$ cat config.mk
export PLATFORM = sky130hd
export DESIGN_NAME = rob_nway
export DESIGN_NICKNAME = d
export VERILOG_FILES = /design/src/rtl/rob_nway.sv
export SDC_FILE = /design/constraint.sdc
export NUM_CORES = 2
export LEC_CHECK = 0
export CAP_MARGIN = 20
export CORE_ASPECT_RATIO = 1.25
export CORE_MARGIN = 2
export CORE_UTILIZATION = 35
export CTS_CLUSTER_DIAMETER = 120
export DETAILED_ROUTE_END_ITERATION = 7
export GPL_TIMING_DRIVEN = 1
export MAX_ROUTING_LAYER = met4
export PLACE_DENSITY = 0.49
export SLEW_MARGIN = 20
export SYNTH_ARGS = -nofsm -noshare
export SYNTH_HDL_FRONTEND = slang
export SYNTH_SLANG_ARGS = --single-unit
$ cat constraint.sdc
create_clock -name clock -period 11.2 [get_ports clock]
set_clock_uncertainty 0.2 [all_clocks]
set_input_delay 2.8 -clock clock [delete_from_list [all_inputs] [get_ports clock]]
set_output_delay 2.8 -clock clock [all_outputs]
set_load 0.05 [all_outputs]
$ cat src/rtl/rob_nway.sv
// N-wide reorder buffer: in-order dispatch, CDB completion, up to NUM_SUPER in-order retires per cycle,
// single-cycle squash on rollback. Define ROB_PARTIAL_DISPATCH_EN to accept partial dispatch groups.
module rob_nway #(
  parameter int NUM_ROB   = 32,
  parameter int NUM_SUPER = 2,
  parameter int PR_W      = 6,
  parameter int AR_W      = 5,
  localparam int IDX_W    = $clog2(NUM_ROB)
) (
  input  logic                                clock,
  input  logic                                reset,
  input  logic                                en,
  input  logic [NUM_SUPER-1:0]                dispatch_valid,
  input  logic [NUM_SUPER-1:0][PR_W-1:0]      dispatch_T_idx,
  input  logic [NUM_SUPER-1:0][PR_W-1:0]      dispatch_Told_idx,
  input  logic [NUM_SUPER-1:0][AR_W-1:0]      dispatch_dest_idx,
  input  logic [NUM_SUPER-1:0]                dispatch_halt,
  output logic [NUM_SUPER-1:0]                dispatch_ready,
  output logic [NUM_SUPER-1:0][IDX_W-1:0]     dispatch_ROB_idx,
  input  logic [NUM_SUPER-1:0]                complete_en,
  input  logic [NUM_SUPER-1:0][IDX_W-1:0]     complete_idx,
  input  logic                                rollback_en,
  input  logic [IDX_W-1:0]                    rollback_idx,
  output logic [NUM_SUPER-1:0]                retire_en,
  output logic [NUM_SUPER-1:0][PR_W-1:0]      retire_T_idx,
  output logic [NUM_SUPER-1:0][PR_W-1:0]      retire_Told_idx,
  output logic [NUM_SUPER-1:0][AR_W-1:0]      retire_dest_idx,
  output logic                                halt_out,
  output logic [IDX_W:0]                      count
);

  logic [IDX_W-1:0]               head, tail, head_n, rb_span, rb_count;
  logic [NUM_ROB-1:0]             valid, done, halt_bit, squash;
  logic [PR_W-1:0]                t_mem    [NUM_ROB];
  logic [PR_W-1:0]                told_mem [NUM_ROB];
  logic [AR_W-1:0]                dest_mem [NUM_ROB];
  logic                           halted, rb_hit, acc_ok, ret_ok;
  logic [IDX_W:0]                 free_slots, n_accept, n_retire;
  logic [NUM_SUPER-1:0]           accept;
  logic [NUM_SUPER-1:0][IDX_W-1:0] ret_idx;

  // Ready looks only at registered count; retires this cycle do not free slots.
  always_comb begin
    free_slots = (IDX_W+1)'(NUM_ROB) - count;
    for (int i = 0; i < NUM_SUPER; i++) begin
`ifdef ROB_PARTIAL_DISPATCH_EN
      dispatch_ready[i] = (free_slots > (IDX_W+1)'(i)) && !rollback_en && !halted;
`else
      dispatch_ready[i] = (free_slots >= (IDX_W+1)'(NUM_SUPER)) && !rollback_en && !halted;
`endif
      dispatch_ROB_idx[i] = tail + IDX_W'(i);
    end
  end

  always_comb begin
    accept   = '0;
    n_accept = '0;
    acc_ok   = en;
    for (int i = 0; i < NUM_SUPER; i++) begin
      acc_ok    = acc_ok && dispatch_valid[i] && dispatch_ready[i];
      accept[i] = acc_ok;
      n_accept  = n_accept + (IDX_W+1)'(acc_ok);
    end
  end

  // Retire lanes form a prefix that stops after the first halt.
  always_comb begin
    retire_en       = '0;
    retire_T_idx    = '0;
    retire_Told_idx = '0;
    retire_dest_idx = '0;
    ret_idx         = '0;
    halt_out        = 1'b0;
    n_retire        = '0;
    ret_ok          = en && !halted;
    for (int k = 0; k < NUM_SUPER; k++) begin
      ret_idx[k]         = head + IDX_W'(k);
      retire_en[k]       = ret_ok && valid[ret_idx[k]] && done[ret_idx[k]];
      retire_T_idx[k]    = t_mem[ret_idx[k]];
      retire_Told_idx[k] = told_mem[ret_idx[k]];
      retire_dest_idx[k] = dest_mem[ret_idx[k]];
      halt_out           = halt_out | (retire_en[k] & halt_bit[ret_idx[k]]);
      ret_ok             = retire_en[k] && !halt_bit[ret_idx[k]];
      n_retire           = n_retire + (IDX_W+1)'(retire_en[k]);
    end
    head_n = head + n_retire[IDX_W-1:0];
  end

  // Squash entries whose distance past the branch lies within branch+1 .. tail-1.
  always_comb begin
    rb_hit   = en && rollback_en && valid[rollback_idx];
    rb_span  = tail - rollback_idx - IDX_W'(1);
    rb_count = rollback_idx + IDX_W'(1) - head_n;
    squash   = '0;
    for (int j = 0; j < NUM_ROB; j++) begin
      squash[j] = rb_hit && ((IDX_W'(j) - rollback_idx) != '0) &&
                  ((IDX_W'(j) - rollback_idx) <= rb_span);
    end
  end

  always_ff @(posedge clock) begin
    if (reset) begin
      head     <= '0;
      tail     <= '0;
      count    <= '0;
      valid    <= '0;
      done     <= '0;
      halt_bit <= '0;
      halted   <= 1'b0;
    end else if (en) begin
      for (int i = 0; i < NUM_SUPER; i++)
        if (complete_en[i] && valid[complete_idx[i]]) done[complete_idx[i]] <= 1'b1;
      for (int k = 0; k < NUM_SUPER; k++)
        if (retire_en[k]) valid[ret_idx[k]] <= 1'b0;
      for (int j = 0; j < NUM_ROB; j++)
        if (squash[j]) begin
          valid[j] <= 1'b0;
          done[j]  <= 1'b0;
        end
      for (int i = 0; i < NUM_SUPER; i++)
        if (accept[i]) begin
          valid[dispatch_ROB_idx[i]]    <= 1'b1;
          done[dispatch_ROB_idx[i]]     <= 1'b0;
          halt_bit[dispatch_ROB_idx[i]] <= dispatch_halt[i];
        end
      head <= head_n;
      if (rb_hit) begin
        tail  <= rollback_idx + IDX_W'(1);
        count <= {1'b0, rb_count};
      end else begin
        tail  <= tail + n_accept[IDX_W-1:0];
        count <= count + n_accept - n_retire;
      end
      if (halt_out) halted <= 1'b1;
    end
  end

  always_ff @(posedge clock) begin
    for (int i = 0; i < NUM_SUPER; i++)
      if (accept[i]) begin
        t_mem[dispatch_ROB_idx[i]]    <= dispatch_T_idx[i];
        told_mem[dispatch_ROB_idx[i]] <= dispatch_Told_idx[i];
        dest_mem[dispatch_ROB_idx[i]] <= dispatch_dest_idx[i];
      end
  end

endmodule

## Word-level counts from Yosys, hierarchy flattened

Memory sizes are Yosys's and may differ from the RTL's. A register that Yosys moved wholly into a read port is not among the register bits.
Cells that the tools add are included.

- Flip-flop bits (word level): 113
- RAM bits: 544
- Output and inout port bits: 55
- Word-level logic and storage cells: 494
- Memories: 3

Memories:

| memory | words | width | read ports | clocked after Yosys merged registers in | write ports | RTL line | RTL |
|---|---|---|---|---|---|---|---|
| t_mem | 32 | 6 | 2 | 1 | 2 | 34 | `logic [PR_W-1:0] t_mem [NUM_ROB];` |
| told_mem | 32 | 6 | 2 | 1 | 2 | 35 | `logic [PR_W-1:0] told_mem [NUM_ROB];` |
| dest_mem | 32 | 5 | 2 | 1 | 2 | 36 | `logic [AR_W-1:0] dest_mem [NUM_ROB];` |

- $add $sub $neg: 45
- Magnitude comparators: 46
- Mux-type cells: 256
- Bitwise logic cells: 15
- Reduce and logical (&&, ||, !) cells: 122

Operators with widths:

| kind | number |
|---|---|
| $mux 32 | 20 |
| $mux 1 | 211 |
| $le 5x5->1 | 32 |
| $reduce_bool 5->1 | 32 |
| $and 32x32->32 | 4 |
| $not 32->32 | 4 |
| $or 32x32->32 | 4 |
| $logic_and 1x1->1 | 86 |
| $sub 5x5->5 const A | 16 |
| $bwmux 32 | 2 |
| $bmux 1 s5 | 9 |
| $lt 5x6->1 const B | 7 |
| $sub 4x5->5 const A | 8 |
| $mux 5 | 7 |
| $demux 1 s5 | 6 |
| $ge 5x1->1 const B | 6 |
| $sub 3x5->5 const A | 4 |
| $add 5x1->5 const B | 3 |
| $add 5x2->5 | 2 |
| $sub 1x5->5 const A | 2 |
| $sub 2x5->5 const A | 2 |
| $sub 5x5->5 | 2 |
| $add 6x2->6 | 1 |
| $ge 6x2->1 const B | 1 |
| 9 further kinds | 13 |

## Longest topological paths before layout

- Depth in word-level cells: 20
- Mapped depth: 31
- Gate-level depth less buffers: 23

## Least setup slack after synthesis

No wires, ideal clock.

- Path kind: input to output
- From: input en
- To: output halt_out
- Arrival: 4823 ps
- Required time: 8200 ps
- Setup slack: 3377 ps
- Cell stages on the path: 8
- Path through: clkbuf_1 > inv_1 > nor3_1 > nand3_1 > or2_1 > nand4b_4 > buf_6 > o21ai_1

- Longest elaborated chain between the ends: 8
- Elaborated cells between the ends (all ways): 9
- Those cells by class: bitwise: 3; reduce/logical: 6

Ends and longest elaborated chain:

| element | RTL line | RTL |
|---|---|---|
| from (decl) | 12 | `input logic en,` |
| $logic_and 1x1->1 (*) | 75 | `ret_ok = en && !halted;` |
| $logic_and 1x1->1 (*) (2 in series) | 78 | `retire_en[k] = ret_ok && valid[ret_idx[k]] && done[ret_idx[k]];` |
| $logic_and 1x1->1 | 83 | `ret_ok = retire_en[k] && !halt_bit[ret_idx[k]];` |
| $logic_and 1x1->1 (2 in series) | 78 |  |
| $and 1x1->1 | 82 | `halt_out = halt_out \| (retire_en[k] & halt_bit[ret_idx[k]]);` |
| $or 1x1->1 (*) | 82 |  |
| to (decl) | 28 | `output logic halt_out,` |

Mark *: on every way between the ends. The rest lies on a longest branch, timed or not.

## Worst setup path in the final report

- From: register head[0]
- To: output halt_out

- Longest elaborated chain between the ends: 9
- Elaborated cells between the ends (all ways): 22
- Those cells by class: add/sub: 1; mux: 12; bitwise: 3; reduce/logical: 6

Ends and longest elaborated chain:

| element | RTL line | RTL |
|---|---|---|
| from (decl) | 32 | `logic [IDX_W-1:0] head, tail, head_n, rb_span, rb_count;` |
| from (signal assigned) | 126 | `head <= head_n;` |
| parallel branches: the longest is 8 deep, another holds $add 5x1->5 | -- |  |
| $or 1x1->1 (*) | 82 |  |

Every way passes the cells marked *. The select of a mux whose other input is x is not followed.

==> impl_metrics.ini <==
[run_status]
status = finished clean

[clock_network]
cts_resized = 0
clkTransAtPathRegs_ns = 0.06
clockBufferDepth = 3
cts_inserted_buffers = 80
ctsHoldBuffers = 0
cts_tree = yes
cts_sinks = 662
clk_latency_ns = 0.73
postCtsSetupRepairBufs = 0
htree_levels = 3
root_buffer = clkbuf_16

[layout]
seqCellArea_um2 = 18700
fin_nets = 3652
multi_input_area_um2 = 24300
areaGrowthSynthToFinish_pct = 12.7
utilization = 0.396
design_area_um2 = 50100
drive_gt1_frac = 0.343
fillers = 12000

[floorplanning]
die_h_um = 402
die_area_um2 = 130000
io_pins = 114
rows = 146
coreArea_um2 = 126000
fp.dieW_um = 323
start_util = 0.351

[grt]
grt_pass1_vias = 32800
grt_pass1_wl_um = 262000
grt_overflow_total = 0
track_usage = 0.297
grt_max_degree = 111
antenna_found_initial = 12

[synthesis]
synth_top_area_share = 0.368
ys_types = 95
synth_largest_area_cell = edfxtp_1
synth_edf_count = 544
yosysWarnings = 0
synth_nets = 3681
synth_ff_type = edfxtp_1
ys_top_cells_by_count = edfxtp_1, mux2_2, mux4_2, nand2_1, clkbuf_1
synthCells = 3502
async_flop_share = 0
synth_seq_cells = 662
avgSynthCellArea_um2 = 12.7
synth_seq_area_share = 0.421
synthTopCellsByArea = edfxtp_1, mux4_2, mux2_2
yosysMostFrequentCell = edfxtp_1
synth_area_um2 = 44400

[route]
avgViaCountPerCell = 6.42
wl_per_cell_um = 35.9
first_iter_violations = 4122
post-route-drc-count = 0
num_vias = 33700
wl_um = 189000
first_pass_iters = 8
postRouteAntennaNets = 0

[power_and_ir_drop]
total_power_mw = 6.13
p_leak_nw = 15.8
power_density_nw_per_um2 = 122
irDropWorstVdd_mv = 0.115

[sta]
clock.fmax_mhz = 105
hold_viol_final = 0
rsz0062_at_grt = false
finalSetupTns_ns = 0
final-setup-viol-count = 0
final_max_slew_viol_count = 0
fin_crit_ns = 9.49
worst_slew_pin_slew_ns = 1.25
period_share = 0.847
relSlewSlack = 0.168

[job]
maxCapViolCount = 0

[place]
place.gp.congestion = 0.998
dpl_cell_area_um2 = 47600
port_buffers = 113
hpwl_um = 116000

[worst_setup_path]
cpMaxStageDelayCell = clkdlybuf4s50_1
arrival_ns = 6.49
critPathKind = reg2out
end_kind = primary output
cp_slowest_stage_delay_ns = 0.90
path_buf_inv = 3
critPathLaunchType = flop
crit_family = buffers and inverters
path_max_fanout = 32
crit_top_cell = buf_4
crit_chain = buf_4 > ha_1 > nor2b_1 > a22oi_2 > buf_4 > o32a_1 > nand4b_4 > o21ai_1 > clkdlybuf4s50_1
cp.required_ns = 8.20

[worst_hold_path]
hold_class = reg2reg
-- kinds of logic (layout without fill, tap and decap cells) --
| family | after synthesis | count (layout) | synth area share |
|---|---|---|---|
| buf+inv | 448 | 482 | 0.0432 |
| simple gates | 794 | 794 | 0.0865 |
| mux | 896 | 896 | 0.317 |
| other cells | 0 | 11 | 0 |
| flops | 662 | 662 | 0.421 |
| compound gates | 526 | 526 | 0.0861 |
| fa+ha+maj | 120 | 120 | 0.0348 |
| xor+xnor | 56 | 56 | 0.0115 |
-- cell usage in the layout, fill, tap and decap left out, types with 81 or more instances in the layout --
cell,n
clkdlybuf4s50_1,90
buf_4,105
nand2_1,327
dfxtp_1,109
nor2_1,111
mux4_2,358
ha_1,113
edfxtp_1,544
mux2_2,499
clkbuf_16,81
inv_1,108
-- where the power goes --
| group | internal [mW] | switching [mW] | total (mW) |
|---|---|---|---|
| Sequential | 2.68 | 0.0317 | 2.71 |
| Combinational | 0.298 | 0.470 | 0.768 |
| Clock | 1.49 | 1.15 | 2.65 |
-- layout make-up --
| type | count | share of cell area |
|---|---|---|
| Antenna cell | 11 | 0.000550 |
| Clock buffer | 99 | 0.0418 |
| Clock inverter | 46 | 0.00877 |
| Inverter | 112 | 0.00840 |
| Multi-Input combinational cell | 2392 | 0.485 |
| Sequential cell | 662 | 0.374 |
| Tap cell | 1702 | 0.0425 |
| Timing Repair Buffer | 225 | 0.0390 |
-- worst register-to-register path, stage by stage, from the launching register on --
cell	delay (ns)
dfxtp_4	0.72
inv_1	0.42
ha_4	0.86
buf_12	0.73
mux2_2	0.54
mux4_2	0.48
o32a_1	0.27
nand4b_4	0.38
inv_1	0.20
ha_1	0.41
ha_1	0.25
fa_1	0.46
xnor2_1	0.18
ha_1	0.35
a21o_1	0.17
a21oi_1	0.17
xnor2_1	0.16
nand2_1	0.09
o21ai_0	0.11
mux2i_1	0.10
nor2_1	0.11
-- layer usage --
metal | vias to the layer above | GRT usage | share of wire
li1 | 13800 | - | -
met1 | 17500 | 0.374 | 0.39
met2 | 1888 | 0.450 | 0.46
met3 | 531 | 0.0562 | 0.085
met4 | 0 | 0.160 | 0.063
met5 | - | - | 0
-- worst paths after layout --
kind | from | slack, ns | cells after the start | end
worst min-delay path | halt_bit[23]$_SDFFE_PP0P_ | 0.32 | 2 | halt_bit[23]$_SDFFE_PP0P_
worst min register to register | halt_bit[23]$_SDFFE_PP0P_ | 0.32 | 2 | halt_bit[23]$_SDFFE_PP0P_
worst max register to register | head[0]$_SDFFE_PP0P_ | 3.77 | 20 | count[4]$_SDFFE_PP0P_
worst max-delay path | head[0]$_SDFFE_PP0P_ | 1.71 | 9 | halt_out
-- state kept, by name, indices dropped and copies added, names as in the netlist, named ones only --
name	flops
dest_mem	160
t_mem	192
halt_bit	32
valid	32
told_mem	192
tail	5
done	32
count	6
head	5
halted	1
-- metrics by stage --
step                setup WS, ns  hold slack (ns)  std cells
floorplan                   3.38            0.264       3502
global placement            2.19            0.298       5089
detailed placement          2.18            0.303       5093
CTS                         1.80            0.316       5238
global route                1.59            0.357       5245
finish                      1.71            0.317       5249
No activity file was read; power rests on OpenSTA's default activity.
